$ cat src/rtl/mem_pkg.sv
// mem_pkg: default sizes and pointer/count width helpers shared by the history buffer files
package mem_pkg;
    localparam int DEF_WIDTH = 35;
    localparam int DEF_DEPTH = 8;
    localparam int PTR_W = $clog2(DEF_DEPTH);
    localparam int CNT_W = $clog2(DEF_DEPTH + 1);
    function automatic int ptr_w(input int depth);
        return $clog2(depth);
    endfunction
    function automatic int cnt_w(input int depth);
        return $clog2(depth + 1);
    endfunction
endpackage

$ cat src/rtl/mem_history_buffer_if.sv
// mem_history_buffer_if: writer/reader bus of the history buffer.
//   master drives wren/din/rden/clr_ovf; slave (the buffer) drives dout/dout_valid/last/count/full/empty/ovf
interface mem_history_buffer_if
    import mem_pkg::*;
#(
    parameter int WIDTH = DEF_WIDTH,
    parameter int DEPTH = DEF_DEPTH
);
    logic                     wren;
    logic [WIDTH-1:0]         din;
    logic                     rden;
    logic                     clr_ovf;
    logic [WIDTH-1:0]         dout;
    logic                     dout_valid;
    logic [WIDTH-1:0]         last;
    logic [cnt_w(DEPTH)-1:0]  count;
    logic                     full;
    logic                     empty;
    logic                     ovf;
    modport master (
        output wren, din, rden, clr_ovf,
        input  dout, dout_valid, last, count, full, empty, ovf
    );
    modport slave (
        input  wren, din, rden, clr_ovf,
        output dout, dout_valid, last, count, full, empty, ovf
    );
endinterface

$ cat src/rtl/mem_history_ram.sv
// mem_history_ram: DEPTH x WIDTH register array with one synchronous write port and one registered read port.
//   clk/rst_n: clock and sync active-low reset (read register only; contents are not reset)
//   we/waddr/wdata: write port; re/raddr/rdata: registered read port
module mem_history_ram
    import mem_pkg::*;
#(
    parameter int WIDTH = DEF_WIDTH,
    parameter int DEPTH = DEF_DEPTH
) (
    input  logic                    clk,
    input  logic                    rst_n,
    input  logic                    we,
    input  logic [ptr_w(DEPTH)-1:0] waddr,
    input  logic [WIDTH-1:0]        wdata,
    input  logic                    re,
    input  logic [ptr_w(DEPTH)-1:0] raddr,
    output logic [WIDTH-1:0]        rdata
);
    logic [WIDTH-1:0] mem [DEPTH];
    always_ff @(posedge clk) begin
        if (we) mem[waddr] <= wdata;
    end
    // a read and a write to the same slot return the old word, which is what a full-buffer pop+write needs
    always_ff @(posedge clk) begin
        if (!rst_n) rdata <= '0;
        else if (re) rdata <= mem[raddr];
    end
endmodule

$ cat src/rtl/mem_history_buffer.sv
// mem_history_buffer: DEPTH-entry circular history of WIDTH-bit words with registered pop read-out.
//   clk/rst_n: clock and sync active-low reset
//   bus (slave): wren/din write, rden pop, clr_ovf clears sticky ovf; dout/dout_valid popped word,
//   last = most recent accepted write, count/full/empty occupancy, ovf sticky overflow
//   OVERWRITE=1 drops the oldest entry when full, OVERWRITE=0 drops the incoming word
module mem_history_buffer
    import mem_pkg::*;
#(
    parameter int WIDTH     = DEF_WIDTH,
    parameter int DEPTH     = DEF_DEPTH,
    parameter bit OVERWRITE = 1'b1
) (
    input logic clk,
    input logic rst_n,
    mem_history_buffer_if.slave bus
);
    localparam int AW = ptr_w(DEPTH);
    localparam int CW = cnt_w(DEPTH);
    logic [AW-1:0]    wr_ptr, rd_ptr;
    logic [CW-1:0]    count;
    logic [WIDTH-1:0] last;
    logic             dout_valid, ovf, pop, wr_ok, ovf_evt;
    assign bus.full       = count == CW'(DEPTH);
    assign bus.empty      = count == '0;
    assign bus.count      = count;
    assign bus.last       = last;
    assign bus.dout_valid = dout_valid;
    assign bus.ovf        = ovf;
    assign pop     = bus.rden && !bus.empty;
    assign wr_ok   = bus.wren && (!bus.full || pop || OVERWRITE);
    // a write hitting a full buffer without a same-edge pop, whether it overwrites or is dropped
    assign ovf_evt = bus.wren && bus.full && !pop;
    mem_history_ram #(.WIDTH(WIDTH), .DEPTH(DEPTH)) u_ram (
        .clk   (clk),
        .rst_n (rst_n),
        .we    (rst_n && wr_ok),
        .waddr (wr_ptr),
        .wdata (bus.din),
        .re    (pop),
        .raddr (rd_ptr),
        .rdata (bus.dout)
    );
    always_ff @(posedge clk) begin
        if (!rst_n) begin
            wr_ptr     <= '0;
            rd_ptr     <= '0;
            count      <= '0;
            last       <= '0;
            dout_valid <= 1'b0;
            ovf        <= 1'b0;
        end else begin
            if (wr_ok) begin
                wr_ptr <= wr_ptr + 1'b1;
                last   <= bus.din;
            end
            // overwriting a full buffer retires the oldest entry by moving the read side along
            if (pop || (wr_ok && ovf_evt)) rd_ptr <= rd_ptr + 1'b1;
            count      <= (wr_ok && !pop && !bus.full) ? count + 1'b1 :
                          (pop && !wr_ok)              ? count - 1'b1 : count;
            dout_valid <= pop;
            ovf        <= ovf_evt || (ovf && !bus.clr_ovf);
        end
    end
endmodule
$ cat src/flat_wrapper.sv
// flat-port wrapper written by rule: the top's interface ports become plain ports
module mem_history_buffer_flat import mem_pkg::*;
#(
    parameter int WIDTH     = DEF_WIDTH,
    parameter int DEPTH     = DEF_DEPTH,
    parameter bit OVERWRITE = 1'b1
)
  (clk, rst_n, bus_wren, bus_din, bus_rden, bus_clr_ovf, bus_dout, bus_dout_valid, bus_last, bus_count, bus_full, bus_empty, bus_ovf);
  mem_history_buffer_if #(.WIDTH(WIDTH), .DEPTH(DEPTH)) bus_i ();
  input logic clk;
  input logic rst_n;
  input wire logic [$bits(bus_i.wren)-1:0] bus_wren;
  input wire logic [$bits(bus_i.din)-1:0] bus_din;
  input wire logic [$bits(bus_i.rden)-1:0] bus_rden;
  input wire logic [$bits(bus_i.clr_ovf)-1:0] bus_clr_ovf;
  output wire logic [$bits(bus_i.dout)-1:0] bus_dout;
  output wire logic [$bits(bus_i.dout_valid)-1:0] bus_dout_valid;
  output wire logic [$bits(bus_i.last)-1:0] bus_last;
  output wire logic [$bits(bus_i.count)-1:0] bus_count;
  output wire logic [$bits(bus_i.full)-1:0] bus_full;
  output wire logic [$bits(bus_i.empty)-1:0] bus_empty;
  output wire logic [$bits(bus_i.ovf)-1:0] bus_ovf;
  assign bus_i.wren = bus_wren;
  assign bus_i.din = bus_din;
  assign bus_i.rden = bus_rden;
  assign bus_i.clr_ovf = bus_clr_ovf;
  assign bus_dout = bus_i.dout;
  assign bus_dout_valid = bus_i.dout_valid;
  assign bus_last = bus_i.last;
  assign bus_count = bus_i.count;
  assign bus_full = bus_i.full;
  assign bus_empty = bus_i.empty;
  assign bus_ovf = bus_i.ovf;
  mem_history_buffer #(.WIDTH(WIDTH), .DEPTH(DEPTH), .OVERWRITE(OVERWRITE)) u_core (.clk(clk), .rst_n(rst_n), .bus(bus_i));
endmodule
$ cat config.mk
export PLATFORM = sky130hd
export DESIGN_NAME = mem_history_buffer_flat
export DESIGN_NICKNAME = d
export VERILOG_FILES = /design/src/rtl/mem_pkg.sv /design/src/rtl/mem_history_buffer_if.sv /design/src/rtl/mem_history_ram.sv /design/src/rtl/mem_history_buffer.sv /design/src/flat_wrapper.sv
export SDC_FILE = /design/constraint.sdc
export NUM_CORES = 1
export LEC_CHECK = 0
export BUFFER_PORTS_ARGS = -buffer_cell sky130_fd_sc_hd__buf_2
export CAP_MARGIN = 20
export CELL_PAD_IN_SITES_DETAIL_PLACEMENT = 2
export CELL_PAD_IN_SITES_GLOBAL_PLACEMENT = 2
export CORE_UTILIZATION = 45
export DETAILED_ROUTE_END_ITERATION = 6
export PLACE_DENSITY = 0.86
export SLEW_MARGIN = 20
export SYNTH_ARGS = -nofsm -noshare
export SYNTH_HDL_FRONTEND = slang
export SYNTH_SLANG_ARGS = --single-unit
$ cat constraint.sdc
create_clock -name clk -period 4.3 [get_ports clk]
set_clock_uncertainty 0.15 [all_clocks]
set_input_delay 0.215 -clock clk [delete_from_list [all_inputs] [get_ports clk]]
set_output_delay 0.215 -clock clk [all_outputs]
set_load 0.05 [all_outputs]
==> metrics.yaml <==
grt_pass1_wl_um: 57000
cts_max_level: 2
final_hold_viol_count: 0
leakagePower_nw: 5.63
post_cts_buffers: 0
p_int_mw: 6.77
cts_buffers: 38
synth_seq_cells: 362
worst_pin_slew_ns: 1.12
cts_tree: "built"
via_per_inst: 5.75
io_buffers: 117
avgRoutedWirePerCell_um: 29.5
gp_congestion: 0.709
max_slew_margin_pct: 25.5
die_width_um: 175
syn_nets: 759
worstSetupPathType: "reg -> reg"
hp-class: "in -> reg"
switching_share_pct: 31.1
firstDrtPassIters: 4
power_density_nw_per_um2: 606
avgSynthCellArea_um2: 18.9
power_frac_clock_pct: 33.8
yosys.area.top_type_share_pct: 62.2
drc: 0
track_usage_pct: 25.8
cp_max_fo: 10
drive_gt1_share_pct: 29.8
synth_cell_types: 37
pin_count: 118
crit_path_start_kind: "register"
cts-root-buf: "clkbuf_16"
cts_resized: 0
nNetsFinal: 930
rsz0062_at_grt: "no"
rows: 63
min_period_over_period_pct: 70.3
syn_area_um2: 13500
setup_tns_ns: 0
setup_violations: 0
clk_pin_slew_worst_paths_ns: 0.06
placed_cells: 1197
num-fill-cells: 2544
wirelength_um: 38500
period_needed_ns: 3.02
power.switching_mw: 3.06
worst_setup_path_end_kind: "register"
yosys.area.top_type: "edfxtp_1"
yosys-top-cells-area: "edfxtp_1, dfxtp_1, mux4_2"
cts_sinks: 362
areaGrowthSynthToFinish_pct: 20.1
grt_overflow: 0
fin_ws_ns: 1.28
outcome: "complete, no violations"
power_mw: 9.83
drtIter0Drc: 524
drv_cap: 0
clockBufferDepth: 3
yosysSeqAreaShare_pct: 74.4
die_area_um2: 30700
critPathRequiredTime_ns: 4.60
num_vias: 7501
coreArea_um2: 29600
dp.final_hpwl_um: 22900
ys_warn_count: 0
grt_max_degree: 73
pwr-share-seq_pct: 43.9
die_h_um: 175
p_comb_share_pct: 22.3
maxSlewViolCount: 0
diodes: 0
antenna_found_initial: 0
peakVddDrop_mv: 0.427
final.hold.worst_slack_ns: 0.146
syn_inst: 714
layout.cells.non_filler: 1304
clk_latency_ns: 0.53
ant_nets: 0
dp_slack_ns: 1.40
cp.arrival_ns: 3.33
start_util_pct: 45.7
first_global_vias: 8579
fmax_ghz: 0.331
[synthesized netlist by cell type, drive strengths merged]
| cell type | instances |
|---|---|
| a211o | 1 |
| a211oi | 2 |
| a21o | 1 |
| a21oi | 37 |
| and2 | 2 |
| buf | 24 |
| clkbuf | 18 |
| dfxtp | 82 |
| edfxtp | 280 |
| fa | 1 |
| ha | 4 |
| inv | 2 |
| mux2i | 74 |
| mux4 | 70 |
| nand2 | 4 |
| nand2b | 3 |
| nand3 | 2 |
| nand3b | 2 |
| nor2 | 51 |
| nor3 | 3 |
| nor4b | 2 |
| o211ai | 1 |
| o21ai | 36 |
| o22ai | 1 |
| o311a | 1 |
| o41ai | 1 |
| or3 | 1 |
| or4 | 1 |
| xnor2 | 5 |
| xor2 | 2 |
[worst max-delay path: stages (launching register included)]
cell      delay, ns
dfxtp_1        0.47
nor4b_1        0.71
nand3b_1       0.34
ha_1           0.30
a21o_1         0.21
a211o_1        0.29
o22ai_1        0.25
mux2i_1        0.23
[layer usage]
layer | wire [um] | GRT usage (%) | share of wire (%) | up-vias
met5 | 0 | 0 | 0 | -
met2 | 20900 | 47.3 | 54 | 248
met3 | 1510 | 3.94 | 3.9 | 81
li1 | - | - | - | 3169
met1 | 14900 | 30.9 | 39 | 4003
met4 | 1140 | 9.06 | 3.0 | 0
[power by group through the flow]
| stage | Clock [mW] | Combinational, mW | Sequential [mW] |
|---|---|---|---|
| after floorplan | 0 | 1.18 | 4.75 |
| after global placement | 0 | 2.01 | 4.35 |
| after detailed placement | 0 | 2.13 | 4.38 |
| after CTS | 3.37 | 2.19 | 4.32 |
| after global routing | 3.48 | 2.30 | 4.35 |
| final | 3.33 | 2.19 | 4.32 |
[registers in the layout, summed over array words and instances, names as in the netlist]
register / count
u_core.bus.dout_valid: 1
u_core.bus.last: 35
u_core.rd_ptr: 3
u_core.u_ram.rdata: 35
u_core.wr_ptr: 3
u_core.bus.ovf: 1
u_core.u_ram.mem: 280
u_core.bus.count: 4
[what timing repair did]
item / 4_1_cts / 5_1_grt
hold endpoints to repair: 316 / 0
setup endpoints to repair: 0 / 0
hold buffers: 38 / 0
[cells by family (layout without fill, tap and decap cells)]
kind of cell               after synthesis  after routing  synth area share (%)
AOI/OAI and AO/OA                       81             81                  3.30
xor gates and xnor gates                 7              7                 0.454
adders and majority gates                5              5                 0.519
buffers and inverters                   44            244                  1.84
DFF                                    362            362                  74.4
muxes                                  144            144                  17.2
and+or+nand+nor                         71             71                  2.33
[cells in the final DEF, fill, tap and decap left out, types with 3 or more instances in the layout]
cell type / count
edfxtp_1: 280
buf_2: 116
dfxtp_1: 79
mux2i_1: 74
mux4_2: 70
nor2_1: 45
clkbuf_16: 41
dlygate4sd3_1: 38
a21oi_1: 37
o21ai_1: 34
clkbuf_1: 17
buf_4: 16
nor2_4: 6
xnor2_1: 5
nand2_1: 4
ha_1: 4
nand2b_1: 3
clkbuf_8: 3
clkinv_2: 3
bufinv_16: 3
[stage by stage]
stage / utilization (%) / instance area (um^2)
6_report: 54.9 / 16200
5_1_grt: 54.9 / 16200
4_1_cts: 54.9 / 16200
3_5_place_dp: 49.4 / 14600
3_3_place_gp: 49.1 / 14500
2_1_floorplan: - / 13500
[area by class of cell]
cell class	instances	area, um^2	area share [%]
tap	390	488	3.01
multi-input combinational	308	3260	20.1
sequential	362	10100	62.0
clock buffer	61	1130	6.97
timing repair buffer	173	1160	7.13
inverter	2	7.51	0.0463
clock inverter	8	113	0.694
[path summary, 6_finish.rpt]
path / startpoint / end / slack [ns] / cells past startpoint
worst max register to register: u_core.bus.count[0]$_SDFFE_PN0P_ / u_core.bus.count[3]$_SDFFE_PN0P_ / 1.28 / 7
worst min-delay path: bus_wren / u_core.bus.last[33]$_SDFFE_PN0P_ / 0.15 / 3
worst min register to register: u_core.bus.last[4]$_SDFFE_PN0P_ / u_core.bus.last[4]$_SDFFE_PN0P_ / 0.35 / 2
worst max-delay path: u_core.bus.count[0]$_SDFFE_PN0P_ / u_core.bus.count[3]$_SDFFE_PN0P_ / 1.28 / 7
No activity file was read; power rests on OpenSTA's default activity.
